==> config.mk <==
export PLATFORM = sky130hd
export DESIGN_NAME = ui_input_arbiter
export DESIGN_NICKNAME = d
export VERILOG_FILES = /design/src/rtl/ui_input_arbiter.sv
export SDC_FILE = /design/constraint.sdc
export NUM_CORES = 1
export LEC_CHECK = 0
export CORE_UTILIZATION = 57
export CTS_BUF_LIST = sky130_fd_sc_hd__clkbuf_2
export CTS_CLUSTER_DIAMETER = 50
export DETAILED_ROUTE_END_ITERATION = 10
export GPL_TIMING_DRIVEN = 1
export PLACE_DENSITY = 0.71
export SLEW_MARGIN = 20
export SYNTH_ARGS = -nofsm -noshare
export SYNTH_HDL_FRONTEND = slang
export SYNTH_SLANG_ARGS = --single-unit
==> constraint.sdc <==
create_clock -name clk -period 14.6 [get_ports clk]
set_input_delay 2.19 -clock clk [delete_from_list [all_inputs] [get_ports clk]]
set_output_delay 2.19 -clock clk [all_outputs]
set_load 0.005 [all_outputs]
==> src/rtl/ui_input_arbiter.sv <==
// ---------------------------------------------------------------------------
// ui_input_arbiter
//
// Purpose:
//    Conditions the raw controller buttons and decides who receives them.
//    Conditioning is done per button: a two-flop synchroniser, a debounce
//    counter, and a registered rising-edge detector.
//    The button stream then goes either to the UI state machine or to the game
//    program. Control passes into and out of the game through drain states.
//    In a drain state the buttons must all be released before the new owner
//    sees anything, so a press from one owner cannot leak into the other.
//    Holding Start for a long time while in the game raises a one-cycle exit
//    request back to the UI.
//
// Ports:
//    clk          system clock, all flops on the rising edge
//    rst          synchronous active-low reset
//    en           1 = run; 0 = freeze debounce/hold counters and the FSM
//    buttons_raw  asynchronous button pins {Start,C,B,A,Right,Left,Down,Up}
//    ui_state     UI FSM state (1000 = game)
//    btn_level    debounced levels, always visible
//    ui_press     one-cycle press pulses for the UI FSM
//    game_level   debounced levels for the game
//    game_press   one-cycle press pulses for the game
//    game_owner   1 while the game owns the buttons
//    exit_req     one-cycle game-exit request to the UI FSM
// ---------------------------------------------------------------------------
module ui_input_arbiter #(
   parameter int NBTN            = 8,
   parameter int DEBOUNCE_CYCLES = 250000,
   parameter int HOLD_CYCLES     = 25000000,
   parameter int CNT_W           = 25
) (
   input  logic            clk,
   input  logic            rst,
   input  logic            en,
   input  logic [NBTN-1:0] buttons_raw,
   input  logic [3:0]      ui_state,
   output logic [NBTN-1:0] btn_level,
   output logic [NBTN-1:0] ui_press,
   output logic [NBTN-1:0] game_level,
   output logic [NBTN-1:0] game_press,
   output logic            game_owner,
   output logic            exit_req
);

   localparam int               START     = NBTN - 1;
   localparam logic [3:0]       GAME_CODE = 4'b1000;
   localparam logic [CNT_W-1:0] DEB_LAST  = CNT_W'(DEBOUNCE_CYCLES - 1);
   localparam logic [CNT_W-1:0] HOLD_LAST = CNT_W'(HOLD_CYCLES - 1);

   typedef enum logic [1:0] {
      UI_OWN   = 2'd0,
      DRAIN_G  = 2'd1,
      GAME_OWN = 2'd2,
      DRAIN_U  = 2'd3
   } state_t;

   logic [NBTN-1:0]  sync_a;
   logic [NBTN-1:0]  sync_b;
   logic [NBTN-1:0]  stable;
   logic [NBTN-1:0]  stable_prev;
   logic [NBTN-1:0]  press;
   logic [CNT_W-1:0] deb_cnt [NBTN];
   logic [CNT_W-1:0] hold_cnt;
   logic [CNT_W-1:0] hold_next;
   state_t           state;
   state_t           next_state;

   // Two-flop synchroniser. It keeps running while en=0, so the levels are
   // already current when the block is enabled again.
   always_ff @(posedge clk) begin
      if (!rst) begin
         sync_a <= '0;
         sync_b <= '0;
      end else begin
         sync_a <= buttons_raw;
         sync_b <= sync_a;
      end
   end

   // Debounce. A button's counter grows only while its synchronised level
   // disagrees with the accepted level; any agreement restarts the count.
   // The new level is accepted on the edge where the counter is already at
   // its last value, which gives a pin-to-level latency of 2 + DEBOUNCE_CYCLES.
   always_ff @(posedge clk) begin
      if (!rst) begin
         stable <= '0;
         for (int i = 0; i < NBTN; i++) begin
            deb_cnt[i] <= '0;
         end
      end else if (en) begin
         for (int i = 0; i < NBTN; i++) begin
            if (sync_b[i] != stable[i]) begin
               if (deb_cnt[i] == DEB_LAST) begin
                  stable[i]  <= sync_b[i];
                  deb_cnt[i] <= '0;
               end else begin
                  deb_cnt[i] <= deb_cnt[i] + CNT_W'(1);
               end
            end else begin
               deb_cnt[i] <= '0;
            end
         end
      end
   end

   // Registered rising-edge detector. stable_prev follows stable even while
   // en=0. Because of that, a pulse that was pending when en fell dies out
   // instead of being replayed later.
   always_ff @(posedge clk) begin
      if (!rst) begin
         stable_prev <= '0;
         press       <= '0;
      end else begin
         stable_prev <= stable;
         press       <= stable & ~stable_prev;
      end
   end

   // The ownership state and the Start-hold counter advance only while enabled.
   always_ff @(posedge clk) begin
      if (!rst) begin
         state    <= UI_OWN;
         hold_cnt <= '0;
      end else if (en) begin
         state    <= next_state;
         hold_cnt <= hold_next;
      end
   end

   // Routing is decided by the current state. A pulse that lands in the same
   // cycle as a transition therefore goes to the owner from before the change.
   // When the hold counter expires in the same cycle that ui_state leaves
   // game, exit_req is still pulsed; both paths lead to DRAIN_U.
   always_comb begin
      next_state = state;
      hold_next  = '0;
      btn_level  = stable;
      ui_press   = '0;
      game_level = '0;
      game_press = '0;
      game_owner = 1'b0;
      exit_req   = 1'b0;

      case (state)
         UI_OWN: begin
            ui_press = press & {NBTN{en}};
            if (ui_state == GAME_CODE) begin
               next_state = DRAIN_G;
            end
         end

         DRAIN_G: begin
            if (ui_state != GAME_CODE) begin
               next_state = UI_OWN;
            end else if (stable == '0) begin
               next_state = GAME_OWN;
            end
         end

         GAME_OWN: begin
            game_level = stable;
            game_press = press & {NBTN{en}};
            game_owner = 1'b1;
            if (ui_state != GAME_CODE) begin
               next_state = DRAIN_U;
            end
            if (stable[START]) begin
               if (hold_cnt == HOLD_LAST) begin
                  exit_req   = en;
                  next_state = DRAIN_U;
               end else begin
                  hold_next = hold_cnt + CNT_W'(1);
               end
            end
         end

         DRAIN_U: begin
            if (stable == '0) begin
               next_state = UI_OWN;
            end
         end

         default: begin
            next_state = UI_OWN;
         end
      endcase
   end

endmodule

==> metrics.yaml <==
status:
  outcome: "complete, no violations"
timing:
  hold_viol: 0
  rsz0062_at_grt: "false"
  fmax_ghz: 0.171
  skew_ps: 74.2
  whs_ps: 375
  worst_pin_slew_ps: 1060
  setup_viol: 0
  tns_ps: 0
  post-route-min-period_ps: 5860
  max_slew_margin: 0.286
  min_period_over_period: 0.401
  drv_slew: 0
  timing.final.ws_setup_ps: 8740
setup_path:
  slowest_stage: "clkdlybuf4s50_1"
  start_kind: "input port"
  path_cells: "clkdlybuf4s50_1 -> buf_4 -> nand2_1 -> nor2_1 -> clkdlybuf4s50_1"
  arrival_ps: 3670
  path_class: "in -> out"
  crit_required_ps: 12410
  path_delay_family: "buffers and inverters"
  worstPathMaxFanout: 18
  max_stage_delay_ps: 520
  end_kind: "output pin"
  path_buf_inv: 3
  cpMostUsedCell: "clkdlybuf4s50_1"
drt:
  viasPerCell: 5.57
  remaining_drc_errors: 0
  totalWireLength_um: 27500
  post_drt_wl_per_cell_um: 15.4
  ant_nets: 0
  drt_iter0_drc: 502
  drt-pass1-iter-count: 5
  vias: 9953
yosys:
  yosys_warnings: 0
  async_flop_share: 0
  ys_seq_elements: 267
  syn_nets: 1342
  avgSynthCellArea_um2: 10.3
  synth_area_um2: 13600
  synth-seq-area-share: 0.539
  synth_edf_count: 200
  synth_cell_types: 57
  syn_inst: 1318
  synth-main-ff-cell: "edfxtp_1"
global_route:
  grt_first_pass_wirelength_um: 46200
  antenna_found_initial: 1
  use_met2: 0.368
  grt_pass1_vias: 9585
  gr-max-usage-layer: "met2"
  use_met1: 0.318
  grt_max_degree: 132
  overflow: 0
  grt_usage: 0.234
  grt_use_met3: 0.0501
final_layout:
  area_delta_synth_final_pct: 10.3
  fillers: 1961
  final_cell_mix: "267 x nor2_1, 200 x edfxtp_1, 122 x xor2_1, 109 x clkbuf_2, 101 x nand3_1"
  design_area_um2: 15000
  drive_gt1_frac: 0.106
  stdcell_count: 1786
  nNetsFinal: 1437
  layout_commonest_cell: "nor2_1"
power_and_ir_drop:
  power_leakage_nw: 5.09
  vdd_drop_max_v: 0.0000475
  powerDensity_nw_per_um2: 96.6
floorplan:
  core-area_um2: 23500
  start_util: 0.581
  boundaryPins: 49
  dieHeight_um: 157
  die_w_um: 157
  die-area_um2: 24600
  num_rows: 56
clock_tree:
  cts_sinks: 267
  cts_hold_buf: 0
  ctsResizeCount: 0
  clk_latency_ps: 830
  cts_tree: "built"
  post_cts_buffers: 0
  h-tree-depth: 3
  cts.reportedPaths.clkPinSlew_ps: 90
  numCtsBuffers: 71
  clock_path_buffers: 3
  cts-root-buf: "clkbuf_2"
min_path:
  min_path_type: "reg -> reg"
place:
  globalplace.congestion: 0.830
  placed_area_um2: 14400
  hpwl_um: 17600
  place.port_buffers: 48
  placed_cells: 1659
  place_ws_ps: 8710
run:
  maxCapViolCount: 0
==> area by class of cell <==
| class | instances | area, µm² | area share |
|---|---|---|---|
| Tap cell | 319 | 399 | 0.0265 |
| Inverter | 27 | 109 | 0.00724 |
| Clock inverter | 16 | 88.8 | 0.00591 |
| Clock buffer | 109 | 546 | 0.0363 |
| Timing Repair Buffer | 56 | 541 | 0.0359 |
| Multi-Input combinational cell | 990 | 6010 | 0.399 |
| Antenna cell | 2 | 5.00 | 0.000333 |
| Sequential cell | 267 | 7350 | 0.488 |
==> synth_stat cells, types with 2 or more instances <==
| master | n | area share |
|---|---|---|
| a21oi_1 | 20 | 0.0073 |
| a22o_1 | 3 | 0.0019 |
| a31oi_1 | 13 | 0.0060 |
| and2_1 | 45 | 0.021 |
| and3_1 | 35 | 0.016 |
| and4_1 | 13 | 0.0083 |
| and4bb_2 | 2 | 0.0018 |
| buf_2 | 17 | 0.0062 |
| buf_4 | 2 | 0.0011 |
| buf_6 | 4 | 0.0033 |
| clkbuf_1 | 11 | 0.0030 |
| dfxtp_1 | 67 | 0.098 |
| edfxtp_1 | 200 | 0.44 |
| ha_1 | 9 | 0.0083 |
| inv_1 | 26 | 0.0072 |
| mux2i_1 | 9 | 0.0066 |
| nand2_1 | 65 | 0.018 |
| nand2b_1 | 5 | 0.0023 |
| nand3_1 | 101 | 0.037 |
| nand3b_1 | 3 | 0.0017 |
| nand4_1 | 61 | 0.028 |
| nand4_2 | 2 | 0.0018 |
| nor2_1 | 267 | 0.073 |
| nor2b_1 | 10 | 0.0046 |
| nor3_1 | 23 | 0.0084 |
| nor3_2 | 3 | 0.0022 |
| nor4_1 | 35 | 0.016 |
| nor4_2 | 4 | 0.0037 |
| nor4b_1 | 11 | 0.0071 |
| o21ai_0 | 15 | 0.0055 |
| o21ai_2 | 2 | 0.0013 |
| o22ai_1 | 2 | 0.00092 |
| o31a_1 | 3 | 0.0019 |
| o31ai_2 | 6 | 0.0055 |
| or2_2 | 4 | 0.0018 |
| or3_1 | 5 | 0.0023 |
| or3_4 | 2 | 0.0017 |
| or4_1 | 4 | 0.0022 |
| xnor2_1 | 70 | 0.045 |
| xor2_1 | 122 | 0.078 |
==> per-layer routing <==
metal	wire, µm	up-vias
met5	0	-
met4	584	0
met3	1290	54
met2	12500	189
met1	13100	4750
li1	-	4960
==> power by group <==
| group | switching (mW) | total [mW] | internal [mW] | leakage [nW] |
|---|---|---|---|---|
| clock | 0.309 | 0.523 | 0.214 | 0.500 |
| combinational | 0.0328 | 0.0569 | 0.0241 | 1.82 |
| sequential | 0.0302 | 0.872 | 0.842 | 2.77 |
==> flip-flops by register name, indices dropped and copies added, names as in the netlist <==
signal       flops
stable_prev      8
hold_cnt        25
sync_a           8
state            2
sync_b           8
btn_level        8
press            8
deb_cnt        200
==> kinds of logic (layout without fill, tap and decap cells) <==
logic type | count (synthesis) | in the layout | synth area share
AOI/OAI and AO/OA | 75 | 75 | 0.0396
muxes | 9 | 9 | 0.00660
buffers and inverters | 61 | 208 | 0.0211
adders and majority gates | 9 | 9 | 0.00826
DFF | 267 | 267 | 0.539
and+or+nand+nor | 705 | 705 | 0.263
xor gates and xnor gates | 192 | 192 | 0.123
other | 0 | 2 | 0
==> per-stage QoR <==
step                      utilization  total power [mW]
after global placement          0.614             0.944
after CTS                       0.641              1.47
final                           0.641              1.45
after floorplan                     -             0.930
after global routing            0.641              1.52
after detailed placement        0.614             0.946
==> path summary, 6_finish.rpt <==
kind | slack, ps | start | to | cells after the start
worst max register to register | 11910 | state[0]$_SDFFE_PN0P_ | hold_cnt[13]$_SDFFE_PN0P_ | 6
worst min-delay path | 370 | stable_prev[3]$_SDFF_PN0_ | press[3]$_SDFF_PN0_ | 1
worst max-delay path | 8740 | en | game_press[3] | 5
worst min register to register | 370 | stable_prev[3]$_SDFF_PN0_ | press[3]$_SDFF_PN0_ | 1
Note: power is estimated with default switching activity, not from simulation.
